### src/rtl/cmp_arb_pkg.sv
// Shared constants, state type and round-robin helper for cmp_share_arb.
// Optional signed compare is selected with CMP_SIGNED_EN (see mag_cmp).
package cmp_arb_pkg;

    localparam logic [2:0] RES_EQ = 3'b001;
    localparam logic [2:0] RES_GT = 3'b010;
    localparam logic [2:0] RES_LT = 3'b100;

    typedef enum logic [1:0] {
        IDLE = 2'd0,
        CMP  = 2'd1,
        RESP = 2'd2
    } state_t;

    // First valid index at or after ptr, wrapping at n (n <= 8).
    function automatic logic [2:0] next_rr(
        input logic [2:0] ptr,
        input logic [7:0] valid,
        input int         n
    );
        logic [2:0] g;
        logic       found;
        int         idx;
        g     = ptr;
        found = 1'b0;
        for (int i = 0; i < 8; i++) begin
            idx = (int'(ptr) + i) % n;
            if (!found && i < n && valid[idx]) begin
                g     = 3'(idx);
                found = 1'b1;
            end
        end
        return g;
    endfunction

endpackage

### src/rtl/mag_cmp.sv
// Single shared magnitude comparator, one-hot {lt,gt,eq} result.
// CMP_SIGNED_EN selects two's-complement compare; default is unsigned.
module mag_cmp
    import cmp_arb_pkg::*;
#(
    parameter int WIDTH = 4
) (
    input  logic [WIDTH-1:0] a,
    input  logic [WIDTH-1:0] b,
    output logic [2:0]       res
);

    logic lt;
    logic gt;

    always_comb begin
`ifdef CMP_SIGNED_EN
        lt = $signed(a) < $signed(b);
        gt = $signed(a) > $signed(b);
`else
        lt = a < b;
        gt = a > b;
`endif
        if (lt)
            res = RES_LT;
        else if (gt)
            res = RES_GT;
        else
            res = RES_EQ;
    end

endmodule

### src/rtl/cmp_share_arb.sv
// Round-robin arbiter sequencing NREQ requesters onto one comparator.
// Build with CMP_SIGNED_EN defined for signed operand compare.
module cmp_share_arb
    import cmp_arb_pkg::*;
#(
    parameter int NREQ  = 4,
    parameter int WIDTH = 4,
    parameter int IDW   = 2
) (
    input  logic                  clk,
    input  logic                  rst_n,
    input  logic [NREQ-1:0]       req_valid,
    input  logic [NREQ*WIDTH-1:0] req_a,
    input  logic [NREQ*WIDTH-1:0] req_b,
    output logic [NREQ-1:0]       req_ready,
    output logic                  rsp_valid,
    input  logic                  rsp_ready,
    output logic [IDW-1:0]        rsp_id,
    output logic [2:0]            rsp_res,
    output logic                  busy
);

    state_t           state;
    logic [IDW-1:0]   rr_ptr;
    logic [IDW-1:0]   cur_id;
    logic [IDW-1:0]   grant;
    logic [WIDTH-1:0] op_a;
    logic [WIDTH-1:0] op_b;
    logic [2:0]       res_c;
    logic [7:0]       vext;
    logic             any_v;

    assign vext  = 8'(req_valid);
    assign any_v = |req_valid;
    assign grant = IDW'(next_rr(3'(rr_ptr), vext, NREQ));

    always_comb begin
        req_ready = '0;
        if (state == IDLE && any_v)
            req_ready[grant] = 1'b1;
    end

    mag_cmp #(.WIDTH(WIDTH)) u_cmp (
        .a   (op_a),
        .b   (op_b),
        .res (res_c)
    );

    assign rsp_valid = (state == RESP);
    assign busy      = (state != IDLE);
    assign rsp_id    = cur_id;

    always_ff @(posedge clk or negedge rst_n) begin
        if (!rst_n) begin
            state   <= IDLE;
            rr_ptr  <= '0;
            cur_id  <= '0;
            op_a    <= '0;
            op_b    <= '0;
            rsp_res <= 3'b000;
        end else begin
            unique case (state)
                IDLE: begin
                    if (any_v) begin
                        op_a   <= req_a[int'(grant)*WIDTH +: WIDTH];
                        op_b   <= req_b[int'(grant)*WIDTH +: WIDTH];
                        cur_id <= grant;
                        state  <= CMP;
                    end
                end
                CMP: begin
                    rsp_res <= res_c;
                    state   <= RESP;
                end
                RESP: begin
                    // Pointer moves only once the result has been taken.
                    if (rsp_ready) begin
                        if (cur_id == IDW'(NREQ - 1))
                            rr_ptr <= '0;
                        else
                            rr_ptr <= cur_id + 1'b1;
                        rsp_res <= 3'b000;
                        state   <= IDLE;
                    end
                end
                default: state <= IDLE;
            endcase
        end
    end

endmodule

### config.mk
export PLATFORM = sky130hd
export DESIGN_NAME = cmp_share_arb
export DESIGN_NICKNAME = d
export VERILOG_FILES = /design/src/rtl/cmp_arb_pkg.sv /design/src/rtl/mag_cmp.sv /design/src/rtl/cmp_share_arb.sv
export SDC_FILE = /design/constraint.sdc
export NUM_CORES = 1
export LEC_CHECK = 0
export ABC_AREA = 1
export CORE_MARGIN = 3
export CORE_UTILIZATION = 50
export DETAILED_ROUTE_END_ITERATION = 8
export DONT_BUFFER_PORTS = 1
export PLACE_DENSITY = 0.61
export RECOVER_POWER = 50
export SYNTH_ARGS = -nofsm -noshare
export SYNTH_HDL_FRONTEND = slang
export SYNTH_HIERARCHICAL = 1
export SYNTH_SLANG_ARGS = --single-unit
export TNS_END_PERCENT = 100
### constraint.sdc
create_clock -name clk -period 2.1 [get_ports clk]
set_input_delay 0.315 -clock clk [delete_from_list [all_inputs] [get_ports clk]]
set_output_delay 0.315 -clock clk [all_outputs]
set_load 0.05 [all_outputs]
After elaboration in Yosys (flattened, before gate mapping)
Cells that the tools add are included.
- register bits: 17
- eq/ne operators: 5
- reductions and logical operators: 19
- bitwise gates (word level): 3
- $add $sub $neg: 4
- shifts and indexed selects: 2
- order comparisons: 8
- muxes and demuxes: 28
- operators by type and width (operator ; count):
    16-bit by 5-bit indexed part select with 4-bit output ; 2
    3-bit by 5-bit less-than comparator with 1-bit output (second input constant) ; 3
    2-bit 2-to-1 mux ; 7
    1-bit 2-to-1 mux ; 11
    1-bit binary-select mux with 3-bit select ; 3
    2-bit AND reduction ; 4
    3-bit 2-to-1 mux ; 2
    2-bit case mux with 3 select lines ; 1
    3-bit case mux with 2 select lines ; 1
    2-bit OR reduction ; 3
    1-bit logical AND ; 5
    2-bit by 1-bit adder with 2-bit output (second input constant) ; 2
    2-bit adder (second input constant) ; 2
    2-bit equality test (second input constant) ; 2
    4-bit > comparator ; 1
    2-bit by 4-bit less-than comparator with 1-bit output (second input constant) ; 1
    4-bit less-than comparator ; 1
    4-bit 2-to-1 mux ; 1
    2-bit nonzero test ; 2
    4-bit OR reduction ; 1
    1-bit bitwise AND (first input constant) ; 3
    1-bit zero test ; 3
    2-bit by 3-bit less-than comparator with 1-bit output (second input constant) ; 1
    1-bit binary-select mux with 2-bit select ; 1
    other kinds (6) ; 6

Depth between registers and ports, before layout
- depth after elaboration: 19
- depth in mapped cells: 15
- depth with buffers taken out: 14

By module
Netlist, hierarchy kept.
- modules (own cells, without submodules) (module ; seq. area each (um2) ; cells each ; area each (um2) ; instances):
    cmp_share_arb ; 425.4 ; 223 ; 1541.5 ; 1
    mag_cmp ; 0.0 ; 23 ; 133.9 ; 1

Least setup slack after synthesis
No wires, ideal clock.
- path kind: register to output
- from: register state[0]
- to: output req_ready[0]
- path slack: -674 ps
- arrival: 2459 ps
- cell stages (with the launch flop): 6
- cell sequence: dfrtp_1 or2_2 nor2_1 inv_1 clkbuf_1 nor3_1
- cells in the longest elaborated chain, start to end: 3
- RTL lines (element ; RTL line ; text):
    start, declared ; cmp_share_arb.sv:23 ; state_t state;
    start signal, assigned ; cmp_share_arb.sv:55 ; state <= IDLE;
    start signal, assigned ; cmp_share_arb.sv:68 ; state <= CMP;
    start signal, assigned ; cmp_share_arb.sv:73 ; state <= RESP;
    2-bit zero test ; cmp_share_arb.sv:39 ; if (state == IDLE && any_v)
    1-bit logical AND ; cmp_share_arb.sv:39 ;
    4-bit 2-to-1 mux ; cmp_share_arb.sv:39 ;
    end, declared ; cmp_share_arb.sv:15 ; output logic [NREQ-1:0] req_ready,
Every way passes these cells.

Worst setup path in the final report
- from: register rr_ptr[0]
- to: output req_ready[2]
- cells in the longest elaborated chain, start to end: 19
- elaborated cells between the ends (all ways): 38
- classes of those cells: 3 x add/sub; 2 x order compare; 20 x mux; 3 x bitwise; 10 x reduce/logical
- RTL lines (element ; RTL line ; text):
    start, declared ; cmp_share_arb.sv:24 ; logic [IDW-1:0] rr_ptr;
    start signal, assigned ; cmp_share_arb.sv:81 ; rr_ptr <= cur_id + 1'b1;
    2-bit by 1-bit adder with 2-bit output ; cmp_arb_pkg.sv:27 ; idx = (int'(ptr) + i) % n;
    2-bit OR reduction (no line) ; n/a ;
    1-bit bitwise AND (no line) ; n/a ;
    1-bit binary-select mux with 3-bit select ; cmp_arb_pkg.sv:28 ; if (!found && i < n && valid[idx]) begin
    1-bit 2-to-1 mux (implied by the code) (2 in series) ; cmp_arb_pkg.sv:28 ;
    1-bit logical AND ; cmp_arb_pkg.sv:28 ;
    1-bit 2-to-1 mux ; cmp_arb_pkg.sv:28 ;
    1-bit zero test ; cmp_arb_pkg.sv:28 ;
    (+2 left out) ; n/a ;
    1-bit zero test ; cmp_arb_pkg.sv:28 ;
    1-bit logical AND ; cmp_arb_pkg.sv:28 ;
    2-bit 2-to-1 mux (*) ; cmp_arb_pkg.sv:28 ;
    2-bit by 3-bit less-than comparator with 1-bit output (implied by the code) or 2-bit by 1-bit greater-or-equal comparator with 1-bit output (tied branches) ; cmp_share_arb.sv:40 ; req_ready[grant] = 1'b1;
    1-bit logical AND (implied by the code) ; cmp_share_arb.sv:40 ;
    1-bit 2-to-1 mux (implied by the code) ; cmp_share_arb.sv:40 ;
    1-bit demux with 2-bit select (*) ; cmp_share_arb.sv:40 ;
    4-bit 2-to-1 mux (*) ; cmp_share_arb.sv:39 ;
Every way passes the cells marked *; elsewhere a longest branch is shown, timed or not. The select of a mux whose other input is x is not followed.

==> metrics.csv <==
stage,metric,value,unit
outcome,status,"complete, but fails checks",
outcome,violations,setup timing,
yosys,syn_area,1680,um2
worst_setup_path,critPathKind,flip-flop to primary output,
clocking,clkSinkCount,17,
yosys,ys_seq_elements,17,
worst_setup_path,cp.arrival,2.02,ns
yosys,ys_types,26,
worst_setup_path,required,1.78,ns
floorplanning,dieArea,4080,um2
power_and_ir_drop,powerDensity,2090,nW/um2
power_and_ir_drop,clkPwrFrac,0.039,
yosys,synth_top_area_frac,0.254,
floorplanning,boundaryPins,50,
routing,wl_met2,2020,um
clocking,cts_max_level,1,
grt,grt_pass1_vias,1601,
power_and_ir_drop,p_leak,0.00109,uW
clocking,cts_tree,done,
sta,skew,0.00643,ns
floorplanning,row_count,20,
routing,topRoutingLayerUsed,met3,
sta,finalHoldViolations,0,
power_and_ir_drop,p_switching,2440,uW
clocking,clk_latency,0.29,ns
worst_hold_path,min_path_type,input port to flip-flop,
yosys,synth_nets,290,
worst_setup_path,start_kind,flip-flop,
cells_and_area,fin_nets,316,
worst_setup_path,crit_fanout,7,
sta,min_period_over_period,1.11,
power_and_ir_drop,finalPower,4330,uW
sta,drv_slew,0,
placement,dp_hpwl,3180,um
yosys,netlist_top_cells_area,"dfrtp_1 (25%), nand2_1 (20%), nand3_1 (13%)",
yosys,synth_top_area_cell,dfrtp_1,
grt,grt_pass1_wl,7140,um
worst_setup_path,end_kind,primary output,
cells_and_area,diodes,0,
yosys,syn_area_per_cell,6.81,um2
power_and_ir_drop,comb_power_share,0.780,
sta,tightest_slew,0.777,ns
floorplanning,core_area,3130,um2
grt,grt_max_degree,18,
cells_and_area,final_util,0.664,
sta,setup_viol,4,
grt,grt_overflow_total,0,
yosys,yosysSeqAreaShare,0.254,
clocking,clk_pin_slew,0.10,ns
power_and_ir_drop,ir_drop,1.62,mV
cells_and_area,syn_to_final_growth,23.9,%
placement,routabilityCongestion,0.831,
routing,dr_wl_met3,242,um
routing,dr.first_iter.drc_count,102,
sta,max-slew-margin-rel,0.480,
routing,wl_per_cell,12.9,um
flow_run,drv_cap,0,
sta,timing.fmax,0.428,GHz
clocking,clock_path_buffers,2,
routing,viasPerCell,5.07,
cells_and_area,drive_above_1_share,0.351,
cells_and_area,final_common_cell,nand2_1,
routing,m1WireLength,1800,um
yosys,synthCells,246,
floorplanning,dieWidth,63.9,um
sta,rsz0062_at_grt,yes,
sta,setup_slack,-0.237,ns
grt,track_usage,0.217,
floorplanning,die_h,63.9,um
routing,drt-pass1-iter-count,4,
power_and_ir_drop,p_sw_frac,0.563,
power_and_ir_drop,internal-power,1890,uW
clocking,cts_root_buffer,clkbuf_4,
routing,finalWirelength,4060,um
placement,io_buffers,0,
power_and_ir_drop,pwr-share-seq,0.181,
sta,fin_crit,2.34,ns
routing,drtAntennaViolNets,0,
yosys,yosysWarnings,6,
clocking,cts_buffers,3,
grt,antenna_found_initial,0,
floorplanning,initial_utilization,0.536,
cells_and_area,final_cell_mix,"nand2_1 (82), nand3_1 (42), buf_4 (20), nand3_2 (16)",
routing,vias,1597,
routing,drc,0,
[metal layers]
layer  vias up  GRT usage
met5         -          0
met4         0     0.0323
met3         0     0.0545
met2        51      0.354
met1       704      0.295
li1        842          -
[cell type report]
cell class              count  area, um2
repair inverters            1       3.75
inverters                  22       95.1
clock buffers               4       26.3
flip-flops and latches     17        428
multi-input cells         199       1200
fillers                   280       1050
well taps                  44       55.1
repair buffers             28        267
[timing repair]
item / 4_1_cts / 5_1_grt
pin swaps: 4 / 2
hold endpoints to repair: 17 / 0
hold buffers: 1 / 0
buffers inserted: 3 / 2
setup endpoints to repair: 4 / 7
gates resized for setup: 19 / 11
gates cloned: 1 / 0
[Yosys cell counts]
master / count
clkbuf_1: 1
buf_2: 1
clkinv_1: 1
dfrtp_1: 17
nor2_2: 2
or2_2: 1
nor2_4: 2
nor4_1: 1
nand3_2: 14
nor2_1: 8
nor3_1: 1
and2_1: 1
ha_1: 5
nand2_8: 1
buf_6: 3
buf_4: 2
nand2_1: 90
nand2_2: 13
o31ai_1: 1
o21ai_0: 1
buf_12: 1
inv_2: 6
nand2_4: 9
a21oi_1: 4
nand3_1: 45
inv_1: 15
[worst max-delay path: stages (launching register included)]
cell	delay [ns]
dfrtp_2	0.49
buf_6	0.15
nand2_2	0.06
nand2_4	0.08
nand2_1	0.10
nand2_4	0.10
nand2_4	0.06
nand2_1	0.07
nand3_2	0.07
nand3_2	0.06
nand2_2	0.07
nor2_4	0.09
inv_2	0.07
nor2_4	0.11
buf_12	0.14
[power by group through the flow]
stage	registers, uW	clock network (uW)	logic (uW)
2_1_floorplan	719	0	2300
3_3_place_gp	762	0	2970
3_5_place_dp	769	0	3010
4_1_cts	781	181	3250
5_1_grt	805	199	3760
6_report	783	171	3380
[kinds of logic after synthesis]
family	count (synthesis)	share of synthesized area
and+or+nand+nor	188	0.594
buffers and inverters	30	0.0956
DFF	17	0.254
AOI/OAI and AO/OA	6	0.0194
adders and majority gates	5	0.0373
[final timing paths]
check / start / to / slack (ns) / cells after the start
worst max-delay path: rr_ptr[0] / req_ready[2] / -0.24 / 14
worst min-delay path: rsp_ready / state[1] / 0.14 / 1
worst max register to register: rr_ptr[0] / op_b[0] / 0.12 / 15
worst min register to register: op_b[1] / op_b[1] / 0.51 / 2
max in group asynchronous: rst_n / rr_ptr[0] / 1.03 / 1
min in group asynchronous: rst_n / rsp_id[0] / 0.54 / 1
[stage by stage]
step / hold WS [ns] / worst slack [ns] / TNS (ns) / area [um2] / std cells
detailed placement: 0.0197 / -0.00527 / -0.00527 / 1890 / 304
CTS: 0.122 / -0.229 / -0.885 / 2020 / 313
global placement: 0.0198 / 0.0415 / 0 / 1890 / 304
global route: 0.109 / -0.378 / -1.49 / 2080 / 315
floorplan: 0.0194 / -0.0911 / -0.264 / 1700 / 246
finish: 0.135 / -0.237 / -0.930 / 2080 / 315
[registers in the layout, indices dropped and copies added, names as in the netlist]
| register | cells |
|---|---|
| op_a | 4 |
| state | 2 |
| rsp_id | 2 |
| rsp_res | 3 |
| op_b | 4 |
| rr_ptr | 2 |
Power figures use the tool's default switching activity.
